## src/rtl/arm_cmd_sequencer_pkg.sv

```systemverilog
// Shared definitions for the Arm command sequencer: id width, the "no id"
// value driven on in_id between issues, FSM encoding and the request struct
// carried through the request FIFO.
package arm_pkg;

  localparam int                ARM_ID_W    = 8;
  localparam logic [ARM_ID_W-1:0] ARM_ID_NONE = 8'h00;

  typedef enum logic [1:0] {
    S_IDLE,
    S_ISSUE,
    S_WAIT_DONE,
    S_GAP
  } arm_state_e;

  typedef struct packed {
    logic [ARM_ID_W-1:0] id;
    logic                cmd;
  } arm_req_t;

  localparam int ARM_REQ_W = $bits(arm_req_t);

endpackage

```

## src/rtl/arm_req_fifo.sv

```systemverilog
// Synchronous request FIFO with fall-through read data.
// Ports:
//   clk_i, rst_i      clock, synchronous active-high reset
//   wr_en_i/wr_data_i write strobe and data (ignored while full)
//   rd_en_i           pop strobe (ignored while empty); rd_data_o shows the head
//   full_o, empty_o   occupancy flags decoded from the entry counter
//   count_o           number of stored entries
module arm_req_fifo #(
  parameter  int DEPTH = 4,   // power of 2, >= 2
  parameter  int WIDTH = 9,
  localparam int PTR_W = $clog2(DEPTH),
  localparam int CNT_W = $clog2(DEPTH) + 1
) (
  input  logic             clk_i,
  input  logic             rst_i,
  input  logic             wr_en_i,
  input  logic [WIDTH-1:0] wr_data_i,
  input  logic             rd_en_i,
  output logic [WIDTH-1:0] rd_data_o,
  output logic             full_o,
  output logic             empty_o,
  output logic [CNT_W-1:0] count_o
);

  logic [WIDTH-1:0] mem_q [DEPTH];
  logic [PTR_W-1:0] wr_ptr_q, rd_ptr_q;
  logic [CNT_W-1:0] count_q;
  logic             do_wr, do_rd;

  assign full_o    = (count_q == CNT_W'(DEPTH));
  assign empty_o   = (count_q == '0);
  assign count_o   = count_q;
  assign do_wr     = wr_en_i & ~full_o;
  assign do_rd     = rd_en_i & ~empty_o;
  assign rd_data_o = mem_q[rd_ptr_q];

  // Pointers are exactly log2(DEPTH) wide, so they wrap on their own.
  always_ff @(posedge clk_i) begin
    if (rst_i) begin
      wr_ptr_q <= '0;
      rd_ptr_q <= '0;
      count_q  <= '0;
    end else begin
      if (do_wr) wr_ptr_q <= wr_ptr_q + PTR_W'(1);
      if (do_rd) rd_ptr_q <= rd_ptr_q + PTR_W'(1);
      case ({do_wr, do_rd})
        2'b10:   count_q <= count_q + CNT_W'(1);
        2'b01:   count_q <= count_q - CNT_W'(1);
        default: ;
      endcase
    end
  end

  // Storage is not reset; the counter alone defines which entries are valid.
  always_ff @(posedge clk_i) begin
    if (do_wr) mem_q[wr_ptr_q] <= wr_data_i;
  end

endmodule

```

## src/rtl/arm_cmd_sequencer.sv

```systemverilog
// Feeds the Arm UART frame transmitter: buffers {id, cmd} requests, issues
// each one as a single-cycle in_id pulse with in_cmd held, waits for the
// Tx_Done rising edge (or a timeout), then enforces an idle gap before the
// next issue.
// Ports:
//   Clk, Rst                  clock, synchronous active-high reset
//   req_valid/req_ready       request handshake; req_id (0 = illegal), req_cmd
//   Tx_Done                   frame-complete level from Arm
//   in_id, in_cmd             to Arm: id pulse per issue, cmd held between issues
//   busy                      sequencer active or requests pending
//   fifo_count                stored requests
//   bad_id, timeout_err       single-cycle error pulses
module arm_cmd_sequencer
  import arm_pkg::*;
#(
  parameter int FIFO_DEPTH     = 4,
  parameter int GAP_CYCLES     = 1000,
  parameter int TIMEOUT_CYCLES = 200000
) (
  input  logic                           Clk,
  input  logic                           Rst,
  input  logic                           req_valid,
  output logic                           req_ready,
  input  logic [ARM_ID_W-1:0]            req_id,
  input  logic                           req_cmd,
  input  logic                           Tx_Done,
  output logic [ARM_ID_W-1:0]            in_id,
  output logic                           in_cmd,
  output logic                           busy,
  output logic [$clog2(FIFO_DEPTH):0]    fifo_count,
  output logic                           bad_id,
  output logic                           timeout_err
);

  localparam int TO_W  = $clog2(TIMEOUT_CYCLES);
  localparam int GAP_W = $clog2(GAP_CYCLES) + 1;
  localparam logic [TO_W-1:0]  TO_LAST  = TO_W'(TIMEOUT_CYCLES - 1);
  localparam logic [GAP_W-1:0] GAP_LAST = GAP_W'(GAP_CYCLES - 1);

  arm_state_e          state_q, state_d;
  arm_req_t            cur_q, cur_d, head, wr_req;
  logic [TO_W-1:0]     to_q, to_d;
  logic [GAP_W-1:0]    gap_q, gap_d;
  logic [ARM_ID_W-1:0] in_id_q, in_id_d;
  logic                in_cmd_q, in_cmd_d;
  logic                timeout_q, timeout_d;
  logic                bad_q, txd_q, done_rise;
  logic                push, pop, full, empty;
  logic [ARM_REQ_W-1:0] rd_data;

  // Ready is a decode of the registered entry count, so a pop in the same
  // cycle never lets a push into a full FIFO.
  assign req_ready = ~full;
  assign push      = req_valid & req_ready;
  assign wr_req    = '{id: req_id, cmd: req_cmd};
  assign head      = arm_req_t'(rd_data);
  assign done_rise = Tx_Done & ~txd_q;

  arm_req_fifo #(
    .DEPTH (FIFO_DEPTH),
    .WIDTH (ARM_REQ_W)
  ) u_fifo (
    .clk_i     (Clk),
    .rst_i     (Rst),
    .wr_en_i   (push & (req_id != ARM_ID_NONE)),
    .wr_data_i (wr_req),
    .rd_en_i   (pop),
    .rd_data_o (rd_data),
    .full_o    (full),
    .empty_o   (empty),
    .count_o   (fifo_count)
  );

  always_ff @(posedge Clk) begin
    if (Rst) begin
      state_q   <= S_IDLE;
      cur_q     <= '0;
      to_q      <= '0;
      gap_q     <= '0;
      in_id_q   <= ARM_ID_NONE;
      in_cmd_q  <= 1'b0;
      timeout_q <= 1'b0;
      bad_q     <= 1'b0;
      txd_q     <= 1'b0;
    end else begin
      state_q   <= state_d;
      cur_q     <= cur_d;
      to_q      <= to_d;
      gap_q     <= gap_d;
      in_id_q   <= in_id_d;
      in_cmd_q  <= in_cmd_d;
      timeout_q <= timeout_d;
      bad_q     <= push & (req_id == ARM_ID_NONE);
      txd_q     <= Tx_Done;
    end
  end

  always_comb begin
    state_d   = state_q;
    cur_d     = cur_q;
    to_d      = to_q;
    gap_d     = gap_q;
    in_id_d   = ARM_ID_NONE;
    in_cmd_d  = in_cmd_q;
    timeout_d = 1'b0;
    pop       = 1'b0;
    case (state_q)
      S_IDLE: begin
        if (!empty) begin
          pop     = 1'b1;
          cur_d   = head;
          state_d = S_ISSUE;
        end
      end
      S_ISSUE: begin
        in_id_d  = cur_q.id;
        in_cmd_d = cur_q.cmd;
        to_d     = '0;
        state_d  = S_WAIT_DONE;
      end
      S_WAIT_DONE: begin
        // Checked before the timeout so a coincident done is not an error.
        if (done_rise) begin
          gap_d   = '0;
          state_d = S_GAP;
        end else if (to_q == TO_LAST) begin
          timeout_d = 1'b1;
          gap_d     = '0;
          state_d   = S_GAP;
        end else begin
          to_d = to_q + TO_W'(1);
        end
      end
      S_GAP: begin
        if (gap_q == GAP_LAST) state_d = S_IDLE;
        else                   gap_d   = gap_q + GAP_W'(1);
      end
      default: state_d = S_IDLE;
    endcase
  end

  assign in_id       = in_id_q;
  assign in_cmd      = in_cmd_q;
  assign bad_id      = bad_q;
  assign timeout_err = timeout_q;
  assign busy        = (state_q != S_IDLE) | ~empty;

endmodule

```

## config.mk

```make
export PLATFORM = sky130hd
export DESIGN_NAME = arm_cmd_sequencer
export DESIGN_NICKNAME = d
export VERILOG_FILES = /design/src/rtl/arm_cmd_sequencer_pkg.sv /design/src/rtl/arm_req_fifo.sv /design/src/rtl/arm_cmd_sequencer.sv
export SDC_FILE = /design/constraint.sdc
export NUM_CORES = 1
export LEC_CHECK = 0
export CORE_MARGIN = 5
export CORE_UTILIZATION = 50
export CTS_CLUSTER_DIAMETER = 120
export CTS_CLUSTER_SIZE = 28
export DETAILED_ROUTE_END_ITERATION = 10
export GPL_ROUTABILITY_DRIVEN = 0
export PLACE_DENSITY = 0.76
export REMOVE_ABC_BUFFERS = 1
export SYNTH_ARGS = -nofsm -noshare
export SYNTH_HDL_FRONTEND = slang
export SYNTH_SLANG_ARGS = --single-unit
```

## constraint.sdc

```tcl
create_clock -name Clk -period 2.5 [get_ports Clk]
set_input_delay 0.5 -clock Clk [delete_from_list [all_inputs] [get_ports Clk]]
set_output_delay 0.5 -clock Clk [all_outputs]
set_load 0.02 [all_outputs]
```

* After elaboration in Yosys (flattened, before gate mapping)
Memories as Yosys holds them, arrays and structs flattened. A register that Yosys moved wholly into a read port is not among the register bits. Index checks and enable logic that the tools add are counted. Widths: inputs -> output; s select.
Operators by class: reductions and logical operators 14, bitwise operators 12, muxes and demuxes 18, add/sub/neg operators 6, eq/ne operators 14
Operator list (number):
- $mux 18 | 2
- $pmux 18 s2 | 1
- $mux 11 | 3
- $pmux 11 s2 | 1
- $add 18x1->18 const B | 1
- $eq 18x18->1 const B | 1
- $add 11x1->11 const B | 1
- $eq 11x10->1 const B | 1
- $ne 2x2->1 const B | 5
- $reduce_and 3->1 | 3
- $logic_not 8->1 | 1
- $mux 2 | 4
- $pmux 2 s4 | 1
- $reduce_bool 2->1 | 4
- $reduce_bool 8->1 | 1
- $and 1x1->1 | 6
- $eq 2x2->1 const B | 3
- $pmux 3 s2 | 1
- $mux 1 | 5
- $not 1->1 | 5
- $add 2x1->2 const B | 2
- $eq 2x1->1 const B | 2
- $add 3x1->3 const B | 1
- $eq 3x3->1 const B | 1
- 8 further kinds | 8
Word-level totals: register bits 50, output and inout port bits 16, bits in writable memories 36, memories 1, word-level logic and storage cells 76, input bits 13
Memory list:
- u_fifo.mem_q | words 4, bits a word 9, rd ports 1, clocked after Yosys merged registers in 1, wr ports 1, line arm_req_fifo.sv:25 | logic [WIDTH-1:0] mem_q [DEPTH];

* Logic depth before layout (Yosys ltp)
Gate-level depths: netlist of run 1.
depth in word-level cells 7, mapped depth 11, mapped depth without buffers 9

* Cells and area by module
From an unflattened synthesis of run 1, not the netlist that was laid out.
Second synthesis, totals: cells, all modules 394, area, all modules 4259.1 µm²
Modules (own cells, without submodules):
- arm_cmd_sequencer | times used 1, cells each 293, area an instance 2481.1 µm²
- arm_req_fifo | times used 1, cells each 101, area an instance 1778.0 µm²

* Worst setup path before layout of run 1
Ideal clock, no wire load.
path kind flip-flop to flip-flop, from register u_fifo.count_q[0], in the netlist u_fifo.count_o[0], to register u_fifo.count_q[2], in the netlist u_fifo.count_o[2], buffers on the path 2, data arrival time 2.504 ns, setup time 0.070 ns, clock period less this slack 2.575 ns, path slack -0.075 ns, data required time 2.430 ns, cell stages (with the launch flop) 11, path through dfxtp_1 -> nor3_1 -> nand2b_1 -> clkbuf_1 -> inv_1 -> clkbuf_1 -> ha_1 -> fa_1 -> xnor2_1 -> or3_1 -> a21oi_1
On the way: elaborated cells between the ends (all ways) 16, those cells by class add/sub (2); eq/ne (3); mux (3); bitwise (6); reduce/logical (2)
RTL lines:
- from (decl) | line arm_req_fifo.sv:27 | logic [CNT_W-1:0] count_q;
- from (signal assigned) | line arm_req_fifo.sv:47 | 2'b10: count_q <= count_q + CNT_W'(1);
- from (signal assigned) | line arm_req_fifo.sv:48 | 2'b01: count_q <= count_q - CNT_W'(1);
- $logic_not 3->1 * | line arm_req_fifo.sv:31 | assign empty_o = (count_q == '0);
- $mux 1 * | line arm_cmd_sequencer.sv:109 | if (!empty) begin
- $mux 1 * | line arm_cmd_sequencer.sv:107 | case (state_q)
- net pop | line arm_cmd_sequencer.sv:48 | logic push, pop, full, empty;
- $and 1x1->1 * | line arm_req_fifo.sv:34 | assign do_rd = rd_en_i & ~empty_o;
- $eq 2x1->1 or $eq 2x2->1 (tied branches) | line arm_req_fifo.sv:46 | case ({do_wr, do_rd})
- $pmux 3 s2 or $reduce_bool 2->1 (tied branches)
Mark *: on every way through the listed nets, which the timed path passes. The rest lies on a longest branch. A chain may end at the register's enable or synchronous reset.

* Final worst setup path of run 1
from input req_id[5], to register u_fifo.count_q[2], in the netlist u_fifo.count_o[2]
On the way: longest elaborated chain between the ends 5, elaborated cells between the ends (all ways) 7, those cells by class eq/ne (2); mux (1); bitwise (2); reduce/logical (2)
Ends and longest elaborated chain:
- from (decl) | line arm_cmd_sequencer.sv:24 | input logic [ARM_ID_W-1:0] req_id,
- $reduce_bool 8->1 * | line arm_cmd_sequencer.sv:65 | .wr_en_i (push & (req_id != ARM_ID_NONE)),
- $and 1x1->1 * | line arm_cmd_sequencer.sv:65
- $and 1x1->1 * | line arm_req_fifo.sv:33 | assign do_wr = wr_en_i & ~full_o;
- $eq 2x1->1 or $eq 2x2->1 (tied branches) | line arm_req_fifo.sv:46
- $pmux 3 s2 or $reduce_bool 2->1 (tied branches)
Every way passes the cells marked *; elsewhere a longest branch is shown, timed or not.

==> results of run 1 <==
-- final cells by class --
class / count / area [um^2]
clock buffer: 9 / 123.9
clock inverter: 7 / 61.31
fill: 678 / 3273
inverter: 17 / 63.81
multi-input combinational: 255 / 1826
sequential: 95 / 2262
tap: 105 / 131.4
timing repair buffer: 54 / 475.5
-- path summary, 6_finish.rpt --
check	startpoint	endpoint	slack (ps)	cells past startpoint
worst max register to register	u_fifo.count_o[0]$_SDFFE_PP0P_	u_fifo.count_o[2]$_SDFFE_PP0P_	310	8
worst max-delay path	req_id[5]	u_fifo.count_o[2]$_SDFFE_PP0P_	180	10
worst min register to register	cur_q[6]$_SDFFE_PP0P_	cur_q[6]$_SDFFE_PP0P_	460	2
worst min-delay path	cur_q[6]$_SDFFE_PP0P_	cur_q[6]$_SDFFE_PP0P_	460	2
-- worst reg2reg max path: stages (launching register included) --
cell and delay [ps]:
dfxtp_1 390, nor3_1 270, nand2b_1 170, inv_1 90, ha_1 240, fa_1 390, xnor2_1 150, or3_1 300
a21oi_1 140
-- through the flow --
step	instances	total power [W]	hold slack (ps)
finish	542	0.003949	455.5
global route	542	0.004175	474.0
CTS	542	0.003973	459.2
detailed placement	526	0.003029	442.7
global placement	526	0.002977	437.8
floorplan	367	0.002613	423.9
-- power by group through the flow --
stage / clock [W] / combinational (W) / sequential (W)
detailed placement: 0 / 0.00104 / 0.00199
global placement: 0 / 0.00100 / 0.00198
floorplan: 0 / 0.000634 / 0.00198
finish: 0.000967 / 0.00103 / 0.00195
global route: 0.00104 / 0.00116 / 0.00198
CTS: 0.000978 / 0.00104 / 0.00195
-- layer usage --
metal / share of wire, % / global-route usage, % / routed length [um]
met5: 0 / 0 / 0
met4: 0.71 / 5.045 / 59
met3: 4.1 / 4.300 / 339
met2: 48 / 28.37 / 3980
met1: 48 / 22.96 / 3984
-- logic make-up (layout without fill, tap and decap cells) --
group                      count (synthesis)  after routing  synth area share, %
DFF                                       95             95                53.62
xor gates and xnor gates                   9              9                1.868
and+or+nand+nor                          151            151                19.54
AOI/OAI and AO/OA                         67             67                11.42
buffers and inverters                     35             87                3.262
muxes                                     15             15                6.257
adders and majority gates                 13             13                4.033
-- layout by cell type, fill, tap and decap left out, types with 13 or more instances in the layout --
master / netlist / routed
dfxtp_1: 59 / 59
nand2_1: 41 / 41
edfxtp_1: 36 / 36
clkdlybuf4s50_1: 0 / 28
buf_4: 0 / 26
nor2_1: 22 / 22
inv_1: 17 / 17
and2_1: 16 / 16
a21oi_1: 14 / 14
nand3_1: 13 / 13
-- registers in the layout, summed over array words and instances, names as in the netlist, 2 cells and up --
signal / count
gap_q: 11
to_q: 18
state_q: 2
u_fifo.mem_q: 36
u_fifo.count_o: 3
cur_q: 9
u_fifo.rd_ptr_q: 2
in_id: 8
u_fifo.wr_ptr_q: 2
-- repair_timing --
item | in CTS | in global routing
resized for setup | 0 | 1
hold buffers | 0 | 0
endpoints found under the hold margin | 0 | 0
setup buffers | 0 | 0
setup endpoints to repair | 0 | 1
==> run metrics, run 1 <==
Area Growth Syn to Fin=17.17%; Ports=29; area leader, netlist=dfxtp_1; leading cell types by count after synthesis=59 x dfxtp_1, 41 x nand2_1, 36 x edfxtp_1; num rows=33; initial DRC count=~130; Clock Power Share=24.5%; setup tns final=0 ps; DPL Wire Length=between 6000 and 7000 um; Buf/Inv on CP=2; Residual DRC=0; H-tree Lvls=3; Final WS setup=approximately 180 ps; Synth Instances=a little under 400; remaining antenna violation count after routing=0; Clock Tree Buf Depth=2; Int Power=0.002680 W; overall global routing resource usage=between 15 and 20%; die span in x=roughly 100 um; Max-slew headroom=a little over half; gr ovfl total=0; FMAX=between 400 and 500 MHz; critical path's top delay family=simple AND/OR/NAND/NOR gates; Crit. End Element=flop; core area=around 0.008 mm^2; status=finished clean; WP data arrival=2620 ps; most common flop cell mapped by yosys=dfxtp_1; share of cells above drive strength 1=between 10% and 20%; Final Hold Fails=0; maxcap violations=0; Num CTS Buffers=9; worst min path class=reg -> reg; worst-path fanout max=2; vias in the first global route=~3,100; NetSw=0.001270 W; Die Ht=101.9 um; nets@finish=roughly 460; design area=slightly below 0.005 mm^2; DR vias=3,060; Final Max Tran Viols=0; top post-synthesis cells by area=dfxtp_1 28%, edfxtp_1 26%, mux4_2 4.8%; CP max stage delay=between 400 and 500 ps; synthesized area=0.004219 mm^2; Synth cell types=57; post-synth top area share=between 20% and 30%; clock skew=approximately 19 ps; CTS root buf=clkbuf_8; Switching Fraction=32.15%; final period utilization=between 90% and 100%; count leader, synth=dfxtp_1; DP Area=between 0.004 and 0.005 mm^2; PwrDens=798.9 mW/mm^2; crit path kind=in -> reg; final WL=between 8000 and 9000 um; Final min period=approximately 2300 ps; Seq pwr share=roughly half; worst path required time=between 2000 and 3000 ps; 1st-pass router iterations=5; Vias/cell=roughly 5.6; largest net degree at the start of global routing=27; CP max-delay cell=clkdlybuf4s50_1; die area=just over 0.01 mm^2; global-route wire length before repair=around 14,000 um; n_diodes=0; number of synthesized flops with an enable pin=36; Setup WS pre-CTS=-259.0 ps; Avg Cell Area, Syn=roughly 11 um^2; Seq/Total Area, Yosys=a little over half; Leak=1.727 nW; crit-path cells=clkdlybuf4s50_1 > nor4_2 > nand2_1 > and3_1 > inv_1 > ha_1 > fa_1 > xnor2_1 > or3_1 > a21oi_1; I/O Buffers=28; initial core utilization=between 50% and 60%; RSZ-0062 raised after global routing=false; Slew @ Worst Pin=~690 ps; flops & latches, synth=95; CTS tree=built; Clock Latency Late Sink=370 ps; startpoint types=input port; Clock transition at path regs=around 100 ps; power share of the combinational group=26.1%; final core occ=60.16%; Post-synth ARST share=0%; Syn. warnings=0; initial antenna violation count=0; Peak VDD IR=0.0004219 V; CTS Sinks=95; DR WL/cell=15.43 um; final setup vio count=0
Note: power is estimated with default switching activity, not from simulation.
==> inputs of run 2 (changes only) <==
--- a/config.mk
+++ b/config.mk
@@ -6,12 +6,12 @@
 export NUM_CORES = 1
 export LEC_CHECK = 0
 export CORE_MARGIN = 5
-export CORE_UTILIZATION = 50
+export CORE_UTILIZATION = 53
 export CTS_CLUSTER_DIAMETER = 120
 export CTS_CLUSTER_SIZE = 28
 export DETAILED_ROUTE_END_ITERATION = 10
 export GPL_ROUTABILITY_DRIVEN = 0
-export PLACE_DENSITY = 0.76
+export PLACE_DENSITY = 0.8
 export REMOVE_ABC_BUFFERS = 1
 export SYNTH_ARGS = -nofsm -noshare
 export SYNTH_HDL_FRONTEND = slang
==> run metrics, run 2 (same netlist as run 1, synthesis figures left out) <==
overall global routing resource usage=a little under a fifth; DPL Wire Length=around 6300 um; WP data arrival=2660 ps; PwrDens=roughly 800 mW/mm^2; 1st-pass router iterations=4; Clock Power Share=between 20% and 30%; worst-path fanout max=2; initial DRC count=about 130; final setup vio count=0; FMAX=roughly 420 MHz; remaining antenna violation count after routing=0; initial antenna violation count=0; Residual DRC=0; most frequent cells in the layout=59 x dfxtp_1, 41 x nand2_1, 36 x edfxtp_1; postcts setup bufs=0; status=finished clean; nets@finish=approximately 460; max FFs per register=36; initial core utilization=a little over half; Final min period=roughly 2400 ps; Switching Fraction=a little under a third; Crit. End Element=flop; die span in x=between 90 and 100 um; core area=around 0.0077 mm^2; CTS Sinks=95; final period utilization=between 90% and 100%; Seq pwr share=between 40% and 50%; power share of the combinational group=a little over a quarter; startpoint types=input port; DR vias=approximately 3,100; Biggest register=u_fifo.mem_q; Slew @ Worst Pin=662.9 ps; largest registers=u_fifo.mem_q x36, to_q x18, gap_q x11; num rows=32; I/O Buffers=28; Clock transition at path regs=90 ps; largest net degree at the start of global routing=27; CTS root buf=clkbuf_8; final WL=~8700 um; worst path required time=roughly 2800 ps; WHS=between 400 and 500 ps; die area=just under 0.01 mm^2; gr ovfl total=0; Area Growth Syn to Fin=17.02%; Int Power=0.002678 W; Clock Tree Buf Depth=2; Clock Latency Late Sink=around 350 ps; crit path kind=in -> reg; NetSw=about 0.0013 W; Final Hold Fails=0; global-route wire length before repair=approximately 15,000 um; Die Ht=~100 um; setup tns final=0 ps; Final Max Tran Viols=0; share of cells above drive strength 1=13.27%; CTS tree=built; vias in the first global route=approximately 3,200; n_diodes=0; maxcap violations=0; Vias/cell=5.826; DR WL/cell=between 15 and 20 um; Max-slew headroom=55.75%; Ports=29; Peak VDD IR=roughly 0.00046 V; most common cell after layout, fill and taps aside=dfxtp_1; Num CTS Buffers=9; RSZ-0062 raised after global routing=false; H-tree Lvls=3; Leak=about 1.7 nW; clock skew=~7.5 ps; worst min path class=reg -> reg
-- run 2: changes by cell type in the layout (fill, tap and decap cells not counted) --
cell             before  now
inv_8                 2    1
dlymetal6s2s_1        0    1
clkdlybuf4s50_1      28   27
clkbuf_1              0    1
inv_4                 2    0
inv_6                 1    2
clkinv_4              2    1
clkinvlp_4            0    2
-- run 2: final timing paths --
path                                        from                        endpoint  slack, ps  depth (start not counted)
setup / recovery                       req_id[7]  u_fifo.count_o[2]$_SDFFE_PP0P_        130                         11
hold / removal             cur_q[8]$_SDFFE_PP0P_           cur_q[8]$_SDFFE_PP0P_        450                          2
setup reg to reg  u_fifo.count_o[2]$_SDFFE_PP0P_  u_fifo.count_o[2]$_SDFFE_PP0P_        310                          8
hold reg to reg            cur_q[8]$_SDFFE_PP0P_           cur_q[8]$_SDFFE_PP0P_        450                          2
-- run 2: worst max-delay path, cell delays in order --
cell	delay, ps
clkdlybuf4s50_1	500
nor4_2	70
buf_4	140
nand2_1	60
and3_1	170
inv_1	50
ha_1	200
fa_1	380
xnor2_1	150
or3_1	300
a21oi_1	140
-- run 2: area by class of cell --
| cell class | count | area, um^2 |
|---|---|---|
| multi-input cells | 255 | 1826 |
| clock inverters | 6 | 52.55 |
| well taps | 102 | 127.6 |
| repair buffers | 54 | 478.0 |
| fillers | 599 | 2790 |
| clock buffers | 10 | 127.6 |
| flip-flops and latches | 95 | 2262 |
| inverters | 17 | 63.81 |
-- run 2: timing repair --
action / in CTS / in global routing
resized for setup: 0 / 2
hold buffers: 0 / 0
endpoints found under the setup margin: 0 / 1
-- run 2: routing by layer --
metal  GRT usage, %  routed length (um)  up-vias
met5              0                   0        -
met4          8.298                  92        0
met3          3.717                 419       10
met2          28.98                4289       93
met1          24.72                3943     1501
li1               -                   -     1536
-- run 2: power groups by stage --
stage | logic [W] | clock network, W | registers (W)
4_1_cts | 0.00106 | 0.000954 | 0.00195
2_1_floorplan | 0.000634 | 0 | 0.00198
3_3_place_gp | 0.00101 | 0 | 0.00197
3_5_place_dp | 0.00105 | 0 | 0.00198
5_1_grt | 0.00117 | 0.00102 | 0.00197
6_report | 0.00106 | 0.000928 | 0.00195
-- run 2: metrics by stage --
step / worst slack, ps / power [W] / std cells / cell area (um^2) / util, %
global route: 67.51 / 0.004162 / 539 / 4937 / 63.89
detailed placement: -331.7 / 0.003039 / 523 / 4748 / 61.45
global placement: -218.1 / 0.002978 / 523 / 4748 / 61.45
finish: 128.0 / 0.003934 / 539 / 4937 / 63.89
CTS: 38.44 / 0.003965 / 539 / 4928 / 63.78
floorplan: 118.0 / 0.002613 / 367 / 4145 / -
==> inputs of run 3 (changes only) <==
--- a/config.mk
+++ b/config.mk
@@ -5,7 +5,6 @@
 export SDC_FILE = /design/constraint.sdc
 export NUM_CORES = 1
 export LEC_CHECK = 0
-export CORE_MARGIN = 5
 export CORE_UTILIZATION = 53
 export CTS_CLUSTER_DIAMETER = 120
 export CTS_CLUSTER_SIZE = 28
==> run metrics, run 3 (same netlist as run 1, synthesis figures left out) <==
FMAX=422.9 MHz; Residual DRC=0; I/O Buffers=28; Vias/cell=between 5 and 6; Final Max Tran Viols=0; Seq pwr share=between 40% and 50%; startpoint types=flop; Non-Filler Instances=536; share of cells above drive strength 1=between 10% and 20%; 1st-pass router iterations=4; Final WS setup=135.4 ps; vias in the first global route=slightly above 3,000; core area=roughly 0.0077 mm^2; Placed Instances=between 500 and 600; most common cell after layout, fill and taps aside=dfxtp_1; Leak=approximately 1.7 nW; Tot Pwr=around 0.0040 W; power share of the combinational group=a little over a quarter; CTS root buf=clkbuf_8; most frequent cells in the layout=59 x dfxtp_1, 41 x nand2_1, 36 x edfxtp_1; maxcap violations=0; Biggest register=u_fifo.mem_q; post_cts resized=0; WP data arrival=between 1500 and 2000 ps; clock skew=~9.4 ps; die area=~0.0083 mm^2; CTS tree=built; status=finished clean; Clock transition at path regs=~100 ps; largest registers=u_fifo.mem_q x36, to_q x18, gap_q x11; nets@finish=about 460; final WL=about 8700 um; Clock Tree Buf Depth=2; CTS Sinks=95; global-route wire length before repair=roughly 14,000 um; gr ovfl total=0; CP max-delay cell=clkdlybuf4s50_1; remaining antenna violation count after routing=0; DP Area=0.004738 mm^2; overall global routing resource usage=between 20% and 30%; largest net degree at the start of global routing=24; max FFs per register=36; Area Growth Syn to Fin=17.20%; Clock Power Share=between 20% and 30%; Switching Fraction=32.28%; final setup vio count=0; Setup WS pre-CTS=-355.5 ps; Clock Latency Late Sink=about 360 ps; Peak VDD IR=0.0005387 V; hold buffer count at CTS=0; final period utilization=between 90% and 100%; Final Hold Fails=0; Int Power=0.002715 W; DR WL/cell=16.20 um; worst-path fanout max=4; crit-path cells=inv_1 > ha_1 > nand2_1 > clkdlybuf4s50_1; Crit. End Element=output pin; worst path required time=2000 ps; die span in x=between 90 and 100 um; Ports=29; initial DRC count=between 100 and 150; WHS=around 460 ps; PwrDens=810.6 mW/mm^2; worst r2r path cells=9; Num CTS Buffers=9; design area=0.004945 mm^2; NetSw=approximately 0.0013 W; RSZ-0062 raised after global routing=false; initial core utilization=between 50 and 60%; initial antenna violation count=0; Max-slew headroom=between 50% and 60%; num rows=32; Die Ht=91.22 um; n_diodes=0; worst min path class=reg -> reg; Final min period=between 2000 and 2500 ps; CP max stage delay=between 600 and 700 ps; postcts setup bufs=0; crit path kind=reg -> out; Hold Path Depth=2; DR vias=roughly 3,100; DPL Wire Length=roughly 5800 um; Slew @ Worst Pin=around 700 ps; H-tree Lvls=3
## run 3: cell count changes in the layout (fill, tap and decap cells not counted), sizes merged
cell,change
buf,-3
inv,+2
clkinvlp,-2
dlymetal6s2s,+1
clkdlybuf4s50,-1
## run 3: power by group through the flow
| stage | Clock (W) | Sequential (W) | Combinational, W |
|---|---|---|---|
| 2_1_floorplan | 0 | 0.00198 | 0.000634 |
| 4_1_cts | 0.00101 | 0.00195 | 0.00106 |
| 3_3_place_gp | 0 | 0.00197 | 0.00101 |
| 3_5_place_dp | 0 | 0.00198 | 0.00105 |
| 6_report | 0.000998 | 0.00195 | 0.00106 |
| 5_1_grt | 0.00109 | 0.00198 | 0.00118 |
## run 3: worst paths after layout
path | start | to | slack (ps)
setup / recovery | state_q[0]$_SDFFE_PP0P_ | busy | 140
hold / removal | cur_q[8]$_SDFFE_PP0P_ | cur_q[8]$_SDFFE_PP0P_ | 460
setup reg to reg | state_q[0]$_SDFFE_PP0P_ | u_fifo.count_o[2]$_SDFFE_PP0P_ | 270
hold reg to reg | cur_q[8]$_SDFFE_PP0P_ | cur_q[8]$_SDFFE_PP0P_ | 460
## run 3: per-layer routing
metal / track usage (%) / wire, um / up-vias / share of wire [%]
met5: 0 / 0 / - / 0
met4: 8.995 / 114 / 0 / 1.3
met3: 4.523 / 403 / 10 / 4.6
met2: 35.04 / 4193 / 87 / 48
met1: 30.00 / 3972 / 1527 / 46
li1: - / - / 1525 / -
## run 3: per-stage QoR
step | util, % | setup TNS [ps]
6_report | 63.99 | 0
5_1_grt | 63.99 | 0
4_1_cts | 63.84 | 0
3_5_place_dp | 61.32 | -4955
3_3_place_gp | 61.32 | -3239
2_1_floorplan | - | 0
## run 3: final cells by class
class / instances / area, um^2
Multi-Input combinational cell: 255 / 1826
Clock buffer: 10 / 137.6
Tap cell: 102 / 127.6
Clock inverter: 6 / 57.56
Fill cell: 588 / 2783
Sequential cell: 95 / 2262
Timing Repair Buffer: 51 / 470.5
Inverter: 17 / 63.81
## run 3: worst max-delay path, delay by kind of cell (launching register included)
kind | cells | cell delay (ps)
buf+inv | 2 | 740
flops | 1 | 410
fa+ha+maj | 1 | 230
simple gates | 1 | 130
==> patch 1 (settings of run 3) <==
Change the parameter `GAP_CYCLES` from 1000 to 4000.
--- a/src/rtl/arm_cmd_sequencer.sv
+++ b/src/rtl/arm_cmd_sequencer.sv
@@ -15,5 +15,5 @@
 #(
   parameter int FIFO_DEPTH     = 4,
-  parameter int GAP_CYCLES     = 1000,
+  parameter int GAP_CYCLES     = 4000,
   parameter int TIMEOUT_CYCLES = 200000
 ) (
Behaviour: no difference found for any inputs over 10 cycles, from zero or initial values and one cycle with Rst high; that may be too few to reach the edited logic, so the function may still have changed.
==> patch 1 against run 3 <==
Routed wire length decreased by 4.3%. Area after synthesis grew 1.2%. Critical endpoint is now u_fifo.count_o[2]$_SDFFE_PP0P_. Synthesized cell count rose by 0.52%. Total power grew 3.5%. Non-clock buffer count is the same. Sequential cell count grew 2. Worst setup slack about the same. Register-to-register slack improved by 0.03 ns. Design area increased by 0.48%. Largest cell class unchanged. First-iteration DRC count rose by 62%.
==> patch 1: results (changes against run 3) <==
Status
  • Outcome: complete, no violations (unchanged)

Synth
  • Commonest cells post-synth: dfxtp_1, nand2_1, edfxtp_1 (unchanged)
  • Compound-Gate Fraction of Synth Area: 11.3% (was 11.4%)
  • Synth unique cells: 54 (was 57)
  • Avg Cell Area, Syn: 11.0 um2 (about the same)
  • Ranking of synthesized cells by area: dfxtp_1, edfxtp_1, mux4_2 (unchanged)
  • Seq/Total Area, Yosys: 53.9% (was 53.6%)
  • Xor and xnor area share after synthesis: 2.05% (was 1.87%)
  • Mux share of post-synthesis cell area: 5.95% (was 6.26%)
  • Adder-Cell Fraction of Synth Area: 3.99% (was 4.03%)

Drt
  • Vias/cell: 5.77 (was 5.88)
  • DR iter-0 viols: 240 (was 148)
  • Routed vias: 3,099 (was 3,149)

Cells and area
  • Layout cells sized above 1: 13.8% (was 12.9%)
  • Biggest regs: u_fifo.mem_q x36, to_q x18, gap_q x13 (was u_fifo.mem_q x36, to_q x18, gap_q x11)
  • Post-layout nets: 456 (was 455)

Global routing
  • Number of global-route vias before repair: 2,919 (was 3,054)
  • First-pass GRT wire length: 14.2 mm (was 14.5 mm)
  • GRT Total Usage: 21.5% (was 22.2%)

STA
  • Rel. slew slack: 53.7% (was 53.5%)
  • Clock Skews: 0.0134 ns (was 0.00942 ns)

Power and ir drop
  • Switching share of power: 33.2% (was 32.3%)
  • Maximum vdd ir drop: 0.613 mV (was 0.539 mV)
  • Leakage power: 1.72 nW (was 1.74 nW)

Place
  • Post-detail-place hpwl: 5.80 mm (was 5.83 mm)
  • DP Cell Count: 521 (was 520)

Worst hold path
  • Hold Crit Class: flip-flop to flip-flop (unchanged)

Worst setup path
  • Worst-path maximum fanout: 5 (was 4)
  • CP Data Arrival Time: 2.67 ns (was 1.86 ns)
  • Slowest Stage Delay on Critical Path: 0.47 ns (was 0.62 ns)
patch 1: cell types whose count changed in the layout (fill, tap and decap cells not counted), moves of 4 or more:
cell / delta
o31ai_1: -5
and2_1: -4
inv_1: -7
nand3_1: +4
a21oi_1: +11
nor4_1: +5
o211ai_1: -5
o22ai_1: -4
a31oi_1: -4
o21ai_0: +9
a32o_1: +8
patch 1: path summary, 6_finish.rpt:
kind,startpoint,cells past startpoint,slack (ns),endpoint
max,req_id[5],10,0.13,u_fifo.count_o[2]$_SDFFE_PP0P_
min reg2reg,cur_q[7]$_SDFFE_PP0P_,2,0.45,cur_q[7]$_SDFFE_PP0P_
min,cur_q[7]$_SDFFE_PP0P_,2,0.45,cur_q[7]$_SDFFE_PP0P_
max reg2reg,to_q[0]$_SDFFE_PP0P_,7,0.30,gap_q[8]$_SDFFE_PP0P_
patch 1: power by group through the flow:
stage | clock network [W] | logic (W) | registers (W)
3_3_place_gp | 0 | 0.00113 | 0.00198
4_1_cts | 0.00103 | 0.00118 | 0.00196
3_5_place_dp | 0 | 0.00118 | 0.00200
5_1_grt | 0.00109 | 0.00130 | 0.00199
6_report | 0.00101 | 0.00118 | 0.00196
2_1_floorplan | 0 | 0.000701 | 0.00200
patch 1: critical path, delay by kind of cell:
family | cells | cell delay (ns)
and+or+nand+nor | 4 | 1.05
buffers and inverters | 2 | 0.53
adders and majority gates | 2 | 0.37
AOI/OAI and AO/OA | 1 | 0.14
xor gates and xnor gates | 1 | 0.08
patch 1: cell families after synthesis:
kind of cell,after synthesis
XOR/XNOR,10
buffers and inverters,29
multiplexers,14
AND/OR/NAND/NOR,155
flip-flops,97
adder cells (fa/ha/maj),13
AO/OA/AOI/OAI,69
patch 1: layout make-up:
type,count,area (um2)
fill,623,2800
sequential,97,2300
multi-input combinational,261,1840
timing repair buffer,51,465
tap,102,128
clock buffer,9,124
clock inverter,7,67.6
inverter,10,37.5
patch 1: stage by stage:
| stage | total power, W | cell area (um2) | setup slack [ns] |
|---|---|---|---|
| after floorplan | 0.00270 | 4180 | 0.106 |
| after global placement | 0.00311 | 4780 | -0.198 |
| after detailed placement | 0.00318 | 4780 | -0.264 |
| after CTS | 0.00418 | 4970 | 0.132 |
| after global routing | 0.00438 | 4970 | 0.0442 |
| final | 0.00415 | 4970 | 0.135 |
patch 1: per-layer routing:
layer	vias up	wire length (um)	GRT usage, %
li1	1533	-	-
met1	1482	3800	27.6
met2	72	4060	36.2
met3	12	337	4.56
met4	0	123	7.03
met5	-	0	0
==> patch 2 (settings of run 3) <==
Without the edit above. Make the reset (`Rst` and `rst_i`) asynchronous in 2 clocked blocks. Comments in the files are not updated.
--- a/src/rtl/arm_req_fifo.sv
+++ b/src/rtl/arm_req_fifo.sv
@@ -36,5 +36,5 @@
 
   // Pointers are exactly log2(DEPTH) wide, so they wrap on their own.
-  always_ff @(posedge clk_i) begin
+  always_ff @(posedge clk_i or posedge rst_i) begin
     if (rst_i) begin
       wr_ptr_q <= '0;
--- a/src/rtl/arm_cmd_sequencer.sv
+++ b/src/rtl/arm_cmd_sequencer.sv
@@ -72,5 +72,5 @@
   );
 
-  always_ff @(posedge Clk) begin
+  always_ff @(posedge Clk or posedge Rst) begin
     if (Rst) begin
       state_q   <= S_IDLE;
Formal check against the unedited RTL: differs if Rst is asserted again (counterexample within 4 cycles, from zero or initial values and one cycle with Rst high); with Rst held inactive, the same outputs for 10 cycles.
==> patch 2 against run 3 <==
Sequential cell count is the same. Clock power is essentially flat. Largest cell class unchanged. Total power grew 26%. Design area shrank 0.53%. Synthesized cell count shrank 19%. Routed wire length shrank 11%. Count of clock-buffer cells in the layout shrank 1. Area after synthesis shrank 0.80%. Worst setup slack gained 0.0012 ns.
==> patch 2: results (changes against run 3) <==
Status
  • Outcome: complete, no violations (unchanged)

Worst hold path
  • Hold Crit Class: primary input to asynchronous set/reset pin (was flip-flop to flip-flop)

Cells and area
  • Layout cells sized above 1: 20.2% (was 12.9%)
  • Post-layout nets: 387 (was 455)
  • Fill count: 579 (was 588)

Place
  • Post-detail-place hpwl: 5.39 mm (was 5.83 mm)
  • Setup WS pre-CTS: -0.184 ns (was -0.355 ns)

STA
  • Rel. slew slack: 57.7% (was 53.5%)
  • Clock Skews: 0.0218 ns (was 0.00942 ns)
  • WHS: 0.443 ns (was 0.455 ns)

Global routing
  • GRT Total Usage: 21.0% (was 22.2%)
  • First-pass GRT wire length: 13.2 mm (was 14.5 mm)
  • Met1 Use GR: 27.0% (was 30.0%)
  • Largest net degree at the start of global routing: 40 (was 24)
  • M2 GR Usage: 35.5% (was 35.0%)

Synth
  • Seq/Total Area, Yosys: 61.1% (was 53.6%)
  • Ranking of synthesized cells by area: dfrtp_1, edfxtp_1, mux4_2 (was dfxtp_1, edfxtp_1, mux4_2)

Drt
  • Routed WL: 7.73 mm (was 8.68 mm)
  • Vias/cell: 5.65 (was 5.88)
  • DR iter-0 viols: 136 (was 148)

Worst setup path
  • Slowest Stage Delay on Critical Path: 0.55 ns (was 0.62 ns)
  • Worst-path maximum fanout: 12 (was 4)
  • CP max-delay cell: or4_1 (was clkdlybuf4s50_1)
  • CP Data Arrival Time: 2.67 ns (was 1.86 ns)
  • Worst R2R Start: to_q[14]$_DFFE_PP0P_ (was state_q[0]$_SDFFE_PP0P_)

Power and ir drop
  • Maximum vdd ir drop: 0.578 mV (was 0.539 mV)
  • Leakage power: 2.09 nW (was 1.74 nW)
==> patch 2: changes by cell type in the layout (fill, tap and decap cells not counted), sizes merged, moves of 5 or more <==
cell	run 3	this run
dfrtp	0	59
dfxtp	59	0
nor2	22	9
a21oi	14	2
mux2	1	13
mux2i	5	13
inv	22	15
nand4	11	4
a31oi	8	2
nand2	41	35
nor2b	5	0
==> patch 2: metal layers <==
metal  up-vias  part of all wire [%]
li1       1251                     -
met1      1326                    44
met2        52                    51
met3        14                   3.3
met4         0                   1.8
met5         -                     0
==> patch 2: metrics by stage <==
step,area (um2),power [W],instances
final,4920,0.00506,468
after floorplan,4140,0.00340,302
after global placement,4710,0.00399,452
after detailed placement,4710,0.00409,452
after CTS,4910,0.00509,468
after global routing,4920,0.00536,468
==> patch 2: cells by family (layout without fill, tap and decap cells) <==
kind of cell	after synthesis	after routing	share of synthesized area, %
AOI/OAI and AO/OA	35	35	6.61
xor gates and xnor gates	6	6	1.26
adders and majority gates	13	13	4.07
buffers and inverters	19	74	1.91
DFF	95	95	61.1
muxes	35	35	11.4
and+or+nand+nor	108	108	13.6
==> patch 2: area by class of cell <==
class,instances,area share (%)
tap,102,2.59
clock buffer,9,2.52
timing repair buffer,48,9.01
sequential,95,52.0
clock inverter,7,1.48
inverter,10,0.763
multi-input combinational,197,31.6
==> patch 2: worst max path at each step <==
stage	slack (ns)	startpoint	end	depth (start not counted)
floorplan	0.17	u_fifo.count_o[0]$_DFFE_PP0P_	u_fifo.count_o[2]$_DFFE_PP0P_	10
global placement	0.02	req_id[3]	u_fifo.count_o[2]$_DFFE_PP0P_	10
detailed placement	-0.18	req_id[5]	u_fifo.count_o[1]$_DFFE_PP0P_	7
CTS	0.06	to_q[14]$_DFFE_PP0P_	gap_q[7]$_DFFE_PP0P_	5
global route	0.05	to_q[14]$_DFFE_PP0P_	gap_q[10]$_DFFE_PP0P_	6
finish	0.14	to_q[14]$_DFFE_PP0P_	gap_q[7]$_DFFE_PP0P_	5
==> patch 2: power by group <==
| group | internal (W) | total, W | switching (W) | leakage (nW) |
|---|---|---|---|---|
| Clock | 0.000395 | 0.00100 | 0.000610 | 0.0974 |
| Sequential | 0.00201 | 0.00232 | 0.000305 | 1.10 |
| Combinational | 0.000869 | 0.00173 | 0.000864 | 0.896 |
| Total | 0.00328 | 0.00506 | 0.00178 | 2.09 |
==> patch 2: timing repair <==
item / 4_1_cts / 5_1_grt
setup buffers: 0 / 0
hold endpoints to repair: 0 / 0
gates resized for setup: 0 / 2
setup endpoints to repair: 0 / 2
==> patch 2: worst reg2reg max path: cells and delay by family (launching register included) <==
family | cells | cell delay (ns)
DFF | 1 | 0.42
AOI/OAI and AO/OA | 3 | 0.88
and+or+nand+nor | 2 | 1.02
